<file path="src/rtl/parking_controller.sv">
// Parking-lot controller: synchronised entry/exit sensors, occupancy map, door/full timing.
// Optional feature: define PARKING_WAIT_EN to hold a full-lot entry until a bay frees up.
module parking_controller #(
  parameter int SLOTS       = 4,
  parameter int DOOR_CYCLES = 40_000_000,
  localparam int IDX_W      = $clog2(SLOTS),
  localparam int CNT_W      = $clog2(SLOTS + 1)
) (
  input  logic             clk,
  input  logic             rst_n,
  input  logic             entry_sensor,
  input  logic             exit_sensor,
  input  logic [IDX_W-1:0] exit_slot,
  output logic [SLOTS-1:0] parking_slots,
  output logic [CNT_W-1:0] capacity,
  output logic [IDX_W-1:0] best_place,
  output logic             best_valid,
  output logic             door_open_light,
  output logic             full_light,
  output logic             exit_err
);

  localparam int DC_W = $clog2(DOOR_CYCLES + 1);

  typedef enum logic [1:0] {IDLE, OPEN_IN, OPEN_OUT, REJECT} state_t;

  state_t           state_q, state_d;
  logic [2:0]       in_sync_q, out_sync_q;
  logic             rise_in_q, rise_out_q;
  logic             pend_in_q, pend_in_d, pend_out_q, pend_out_d;
  logic [IDX_W-1:0] slot_q;
  logic [SLOTS-1:0] occ_q, occ_d;
  logic [DC_W-1:0]  cnt_q, cnt_d;
  logic             err_q, err_d;

  logic             out_rise, out_busy, pend_in_eff, pend_out_eff;
  logic             slot_hit;
  logic [SLOTS-1:0] occ_shift;

  assign out_rise = out_sync_q[1] & ~out_sync_q[2];
  // The captured bay must not be overwritten while an exit is still waiting to be served.
  assign out_busy = pend_out_q | rise_out_q;

  always_ff @(posedge clk or negedge rst_n) begin
    if (!rst_n) begin
      state_q    <= IDLE;
      in_sync_q  <= '0;
      out_sync_q <= '0;
      rise_in_q  <= 1'b0;
      rise_out_q <= 1'b0;
      pend_in_q  <= 1'b0;
      pend_out_q <= 1'b0;
      slot_q     <= '0;
      occ_q      <= '0;
      cnt_q      <= '0;
      err_q      <= 1'b0;
    end else begin
      state_q    <= state_d;
      in_sync_q  <= {in_sync_q[1:0], entry_sensor};
      out_sync_q <= {out_sync_q[1:0], exit_sensor};
      rise_in_q  <= in_sync_q[1] & ~in_sync_q[2];
      rise_out_q <= out_rise & ~out_busy;
      if (out_rise && !out_busy) slot_q <= exit_slot;
      pend_in_q  <= pend_in_d;
      pend_out_q <= pend_out_d;
      occ_q      <= occ_d;
      cnt_q      <= cnt_d;
      err_q      <= err_d;
    end
  end

  // Fresh edges bypass the pending flags so an idle FSM acts on them immediately.
  assign pend_in_eff  = pend_in_q | rise_in_q;
  assign pend_out_eff = pend_out_q | rise_out_q;
  assign occ_shift    = occ_q >> slot_q;
  assign slot_hit     = ({1'b0, slot_q} < (IDX_W + 1)'(SLOTS)) && occ_shift[0];

  always_comb begin
    state_d    = state_q;
    occ_d      = occ_q;
    cnt_d      = cnt_q;
    pend_in_d  = pend_in_eff;
    pend_out_d = pend_out_eff;
    err_d      = 1'b0;
    case (state_q)
      IDLE: begin
        if (pend_out_eff) begin
          pend_out_d = 1'b0;
          if (slot_hit) begin
            occ_d   = occ_q & ~(SLOTS'(1) << slot_q);
            cnt_d   = DC_W'(DOOR_CYCLES);
            state_d = OPEN_OUT;
          end else begin
            err_d = 1'b1;
          end
        end else if (pend_in_eff) begin
          if (best_valid) begin
            pend_in_d = 1'b0;
            occ_d     = occ_q | (SLOTS'(1) << best_place);
            cnt_d     = DC_W'(DOOR_CYCLES);
            state_d   = OPEN_IN;
          end else begin
`ifdef PARKING_WAIT_EN
            pend_in_d = 1'b1;
`else
            pend_in_d = 1'b0;
            cnt_d     = DC_W'(DOOR_CYCLES);
            state_d   = REJECT;
`endif
          end
        end
      end
      default: begin
        cnt_d = cnt_q - DC_W'(1);
        if (cnt_q == DC_W'(1)) state_d = IDLE;
      end
    endcase
  end

  always_comb begin
    best_place = '0;
    capacity   = '0;
    for (int i = SLOTS - 1; i >= 0; i--) begin
      if (!occ_q[i]) best_place = IDX_W'(i);
    end
    for (int i = 0; i < SLOTS; i++) begin
      capacity = capacity + CNT_W'(!occ_q[i]);
    end
  end

  assign best_valid      = ~&occ_q;
  assign parking_slots   = occ_q;
  assign door_open_light = (state_q == OPEN_IN) || (state_q == OPEN_OUT);
  assign exit_err        = err_q;
`ifdef PARKING_WAIT_EN
  assign full_light = pend_in_q & ~best_valid;
`else
  assign full_light = (state_q == REJECT);
`endif

endmodule
</file>
<file path="config.mk">
export PLATFORM = sky130hd
export DESIGN_NAME = parking_controller
export DESIGN_NICKNAME = d
export VERILOG_FILES = /design/src/rtl/parking_controller.sv
export SDC_FILE = /design/constraint.sdc
export NUM_CORES = 1
export LEC_CHECK = 0
export BUFFER_PORTS_ARGS = -buffer_cell sky130_fd_sc_hd__buf_2
export CAP_MARGIN = 25
export CORE_ASPECT_RATIO = 0.7
export CORE_MARGIN = 1.5
export CORE_UTILIZATION = 40
export CTS_BUF_LIST = sky130_fd_sc_hd__clkbuf_8
export DETAILED_ROUTE_END_ITERATION = 6
export SYNTH_ARGS = -nofsm -noshare
export SYNTH_HDL_FRONTEND = slang
export SYNTH_SLANG_ARGS = --single-unit
</file>
<file path="constraint.sdc">
create_clock -name clk -period 2.6 [get_ports clk]
set_clock_uncertainty 0.05 [all_clocks]
set_input_delay 0.13 -clock clk [delete_from_list [all_inputs] [get_ports clk]]
set_output_delay 0.13 -clock clk [all_outputs]
set_load 0.01 [all_outputs]
</file>
==> results.cfg <==
[synth]
synth_top_cell_by_area = dfrtp_1
synth_edf_count = 0
ys_warn_count = 0
ys_ff_latch = 45
synth_async_sr_flop_share = 1.000
syn_inst = 244
synth_fp_nets = 259
yosys-top-cells-area = dfrtp_1 (46%), ha_1 (4.1%), nor2_1 (2.9%)
synth.distinct_cells = 56
syn-cell-area_sq_um = 2422
ys_seq_area_frac = 0.4649
synth_area_per_cell_sq_um = 9.928
synthFlopType = dfrtp_1
yosysTopAreaCellShare = 0.4649

[global_routing]
grt_pass1_wl_mm = 9.294
grt-ovfl-total = 0
grtUsageTotal = 0.1895
grt_pass1_vias = 1887
grt_antenna_before_repair = 0
grt_start_max_net_pins = 46

[critical_path]
crit_chain = inv_1 -> ha_1 -> or4b_1 -> or4_4 -> or4_1 -> o211ai_1
critPathBufInv = 1
r2r_cells = 6
crit_family = simple AND/OR/NAND/NOR gates
cp-startpoint = cnt_q[0]$_DFFE_PN0P_
critPathRequiredTime_ns = 2.77
crit_type = reg -> reg
cp-start-kind = register
max_stage_delay_ns = 0.53
reg2reg_from = cnt_q[0]$_DFFE_PN0P_
critPathSlowestCell = or4b_1
crit_arrival_ns = 2.52
worstPathMaxFanout = 4
critPathCaptureType = register
crit_cells = 6

[layout]
drive_gt1_frac = 0.1642
nFillCells = 535
area_delta_synth_final_pct = 14.77
seq_area_sq_um = 1126
n_antenna_cell = 0
multiInputGateArea_sq_um = 1195
instances_no_fill = 349
fin_area_sq_um = 2780
fin_nets = 289

[cts]
clock_sinks = 45
cts_tree = done
htreeDepth = 2
clk_latency_ns = 0.30
path_clk_slew_ns = 0.08
cts_buffer_depth = 2
cts_made_buffers = 5
post_cts_buffers = 0
root_buffer = clkbuf_8

[timing]
finalCriticalPeriod_ns = 2.347
setup_violations = 0
maxSlewViolCount = 0
rsz0062_at_grt = false
worst_pin_slew_ns = 0.5798
hold_slack_ns = 0.01302
timing.final.hold_violations = 0
clock.fmax_mhz = 426.1
max_slew_margin = 0.6126
fin_crit_sh = 0.9027
tns_ns = 0

[pwr]
p_seq_frac = 0.377
pwr-share-clk = 0.148
power.leakage_nw = 1.161
swShare = 0.4265
pwr-share-comb = 0.475
power_per_cell_area_nw_per_um2 = 1055
p_sw_mw = 1.251
peakVddDrop_v = 0.0004842
finalPower_mw = 2.934
power.internal_mw = 1.682

[die]
initial_core_util = 0.4188
dieArea_sq_um = 6539
die_y_um = 68.11
fp-row-count = 23
io_pins = 19
core_area_sq_um = 5784
fp.dieW_um = 96.01

[place]
io_buffers = 18
place_area_sq_um = 2644
gp_congestion = 0.8306
hpwl_mm = 3.796
dp.cells = 338

[worst_hold_path]
hold_depth = 2
min-delay-start = exit_slot[1]
hold_class = in -> reg

[route]
wire_per_inst_um = 15.63
post-route-drc-count = 0
vias = 1951
wl_mm = 5.456
routed_via_density = 5.590
drt_iter0_drc = 91
drt_first_pass_iters = 4
antenna_left = 0

[run]
maxCapViolCount = 0

[status]
outcome = finished, final reports clean
what timing repair did:
item,in CTS,in global routing
hold buffers,3,0
endpoints found under the hold margin,47,0
resized for setup,0,0
final cells by class:
type | instances | share of cell area
clock buffer | 6 | 0.02970
multi-input combinational | 173 | 0.4298
sequential | 45 | 0.4050
clock inverter | 1 | 0.001350
inverter | 17 | 0.02295
timing repair buffer | 32 | 0.07741
tap | 75 | 0.03375
placed cells by master (no fill, tap or decap), types with 8 or more instances in the layout:
master    n
nand2_1  12
buf_2    18
nor2_1   19
nand3_1  14
ha_1      8
inv_1    18
dfrtp_1  45
buf_4    10
layer usage:
layer / vias up / global-route usage / wire length, um
li1: 965 / - / -
met4: 0 / 0.07721 / 67
met1: 943 / 0.2717 / 2860
met2: 37 / 0.2711 / 2264
met5: - / 0 / 0
met3: 6 / 0.04778 / 263
power by group through the flow:
stage,sequential (mW),combinational [mW],clock (mW)
after global placement,1.11,1.36,0
after floorplan,1.06,0.966,0
after CTS,1.10,1.40,0.451
after detailed placement,1.12,1.39,0
after global routing,1.14,1.59,0.484
final,1.11,1.39,0.435
final timing paths:
check                                          endpoint  slack [ns]
max                               cnt_q[24]$_DFFE_PN0P_        0.25
min                               slot_q[1]$_DFFE_PN0P_        0.01
max reg2reg                       cnt_q[24]$_DFFE_PN0P_        0.25
min reg2reg                      in_sync_q[1]$_DFF_PN0_        0.30
max in group asynchronous  parking_slots[3]$_DFFE_PN0P_        1.81
min in group asynchronous         cnt_q[21]$_DFFE_PN0P_        0.20
flip-flops by register name, summed over array words and instances (netlist names):
name	count
cnt_q	26
state_q	2
rise_out_q	1
slot_q	2
exit_err	1
parking_slots	4
pend_out_q	1
pend_in_q	1
in_sync_q	3
out_sync_q	3
rise_in_q	1
Yosys cell counts (all sizes together) (4+ instances only):
cell,count
dfrtp,45
nand4,6
ha,8
o21ai,8
or3,5
a22o,6
nor4,5
nor3,7
clkbuf,6
nor2,19
a21oi,7
nand3,14
or4,8
nor2b,6
nand2,12
inv,17
xor2,4
xnor2,6
worst register-to-register path, cell delays in order (launching register included):
cell      delay (ns)
dfrtp_1         0.42
inv_1           0.10
ha_1            0.22
or4b_1          0.53
or4_4           0.45
or4_1           0.40
o211ai_1        0.11
per-stage QoR:
stage / utilization / setup slack (ns)
floorplan: - / 0.3811
global placement: 0.4571 / 0.3420
detailed placement: 0.4571 / 0.2824
CTS: 0.4772 / 0.2590
global route: 0.4806 / 0.09159
finish: 0.4806 / 0.2530
cells by family after synthesis:
| logic type | after synthesis | synth area share |
|---|---|---|
| AND/OR/NAND/NOR | 96 | 0.2190 |
| buffers and inverters | 26 | 0.04184 |
| flip-flops | 45 | 0.4649 |
| AO/OA/AOI/OAI | 55 | 0.1699 |
| XOR/XNOR | 10 | 0.03616 |
| adder cells (fa/ha/maj) | 9 | 0.04959 |
| multiplexers | 3 | 0.01859 |
Power figures use the tool's default switching activity.
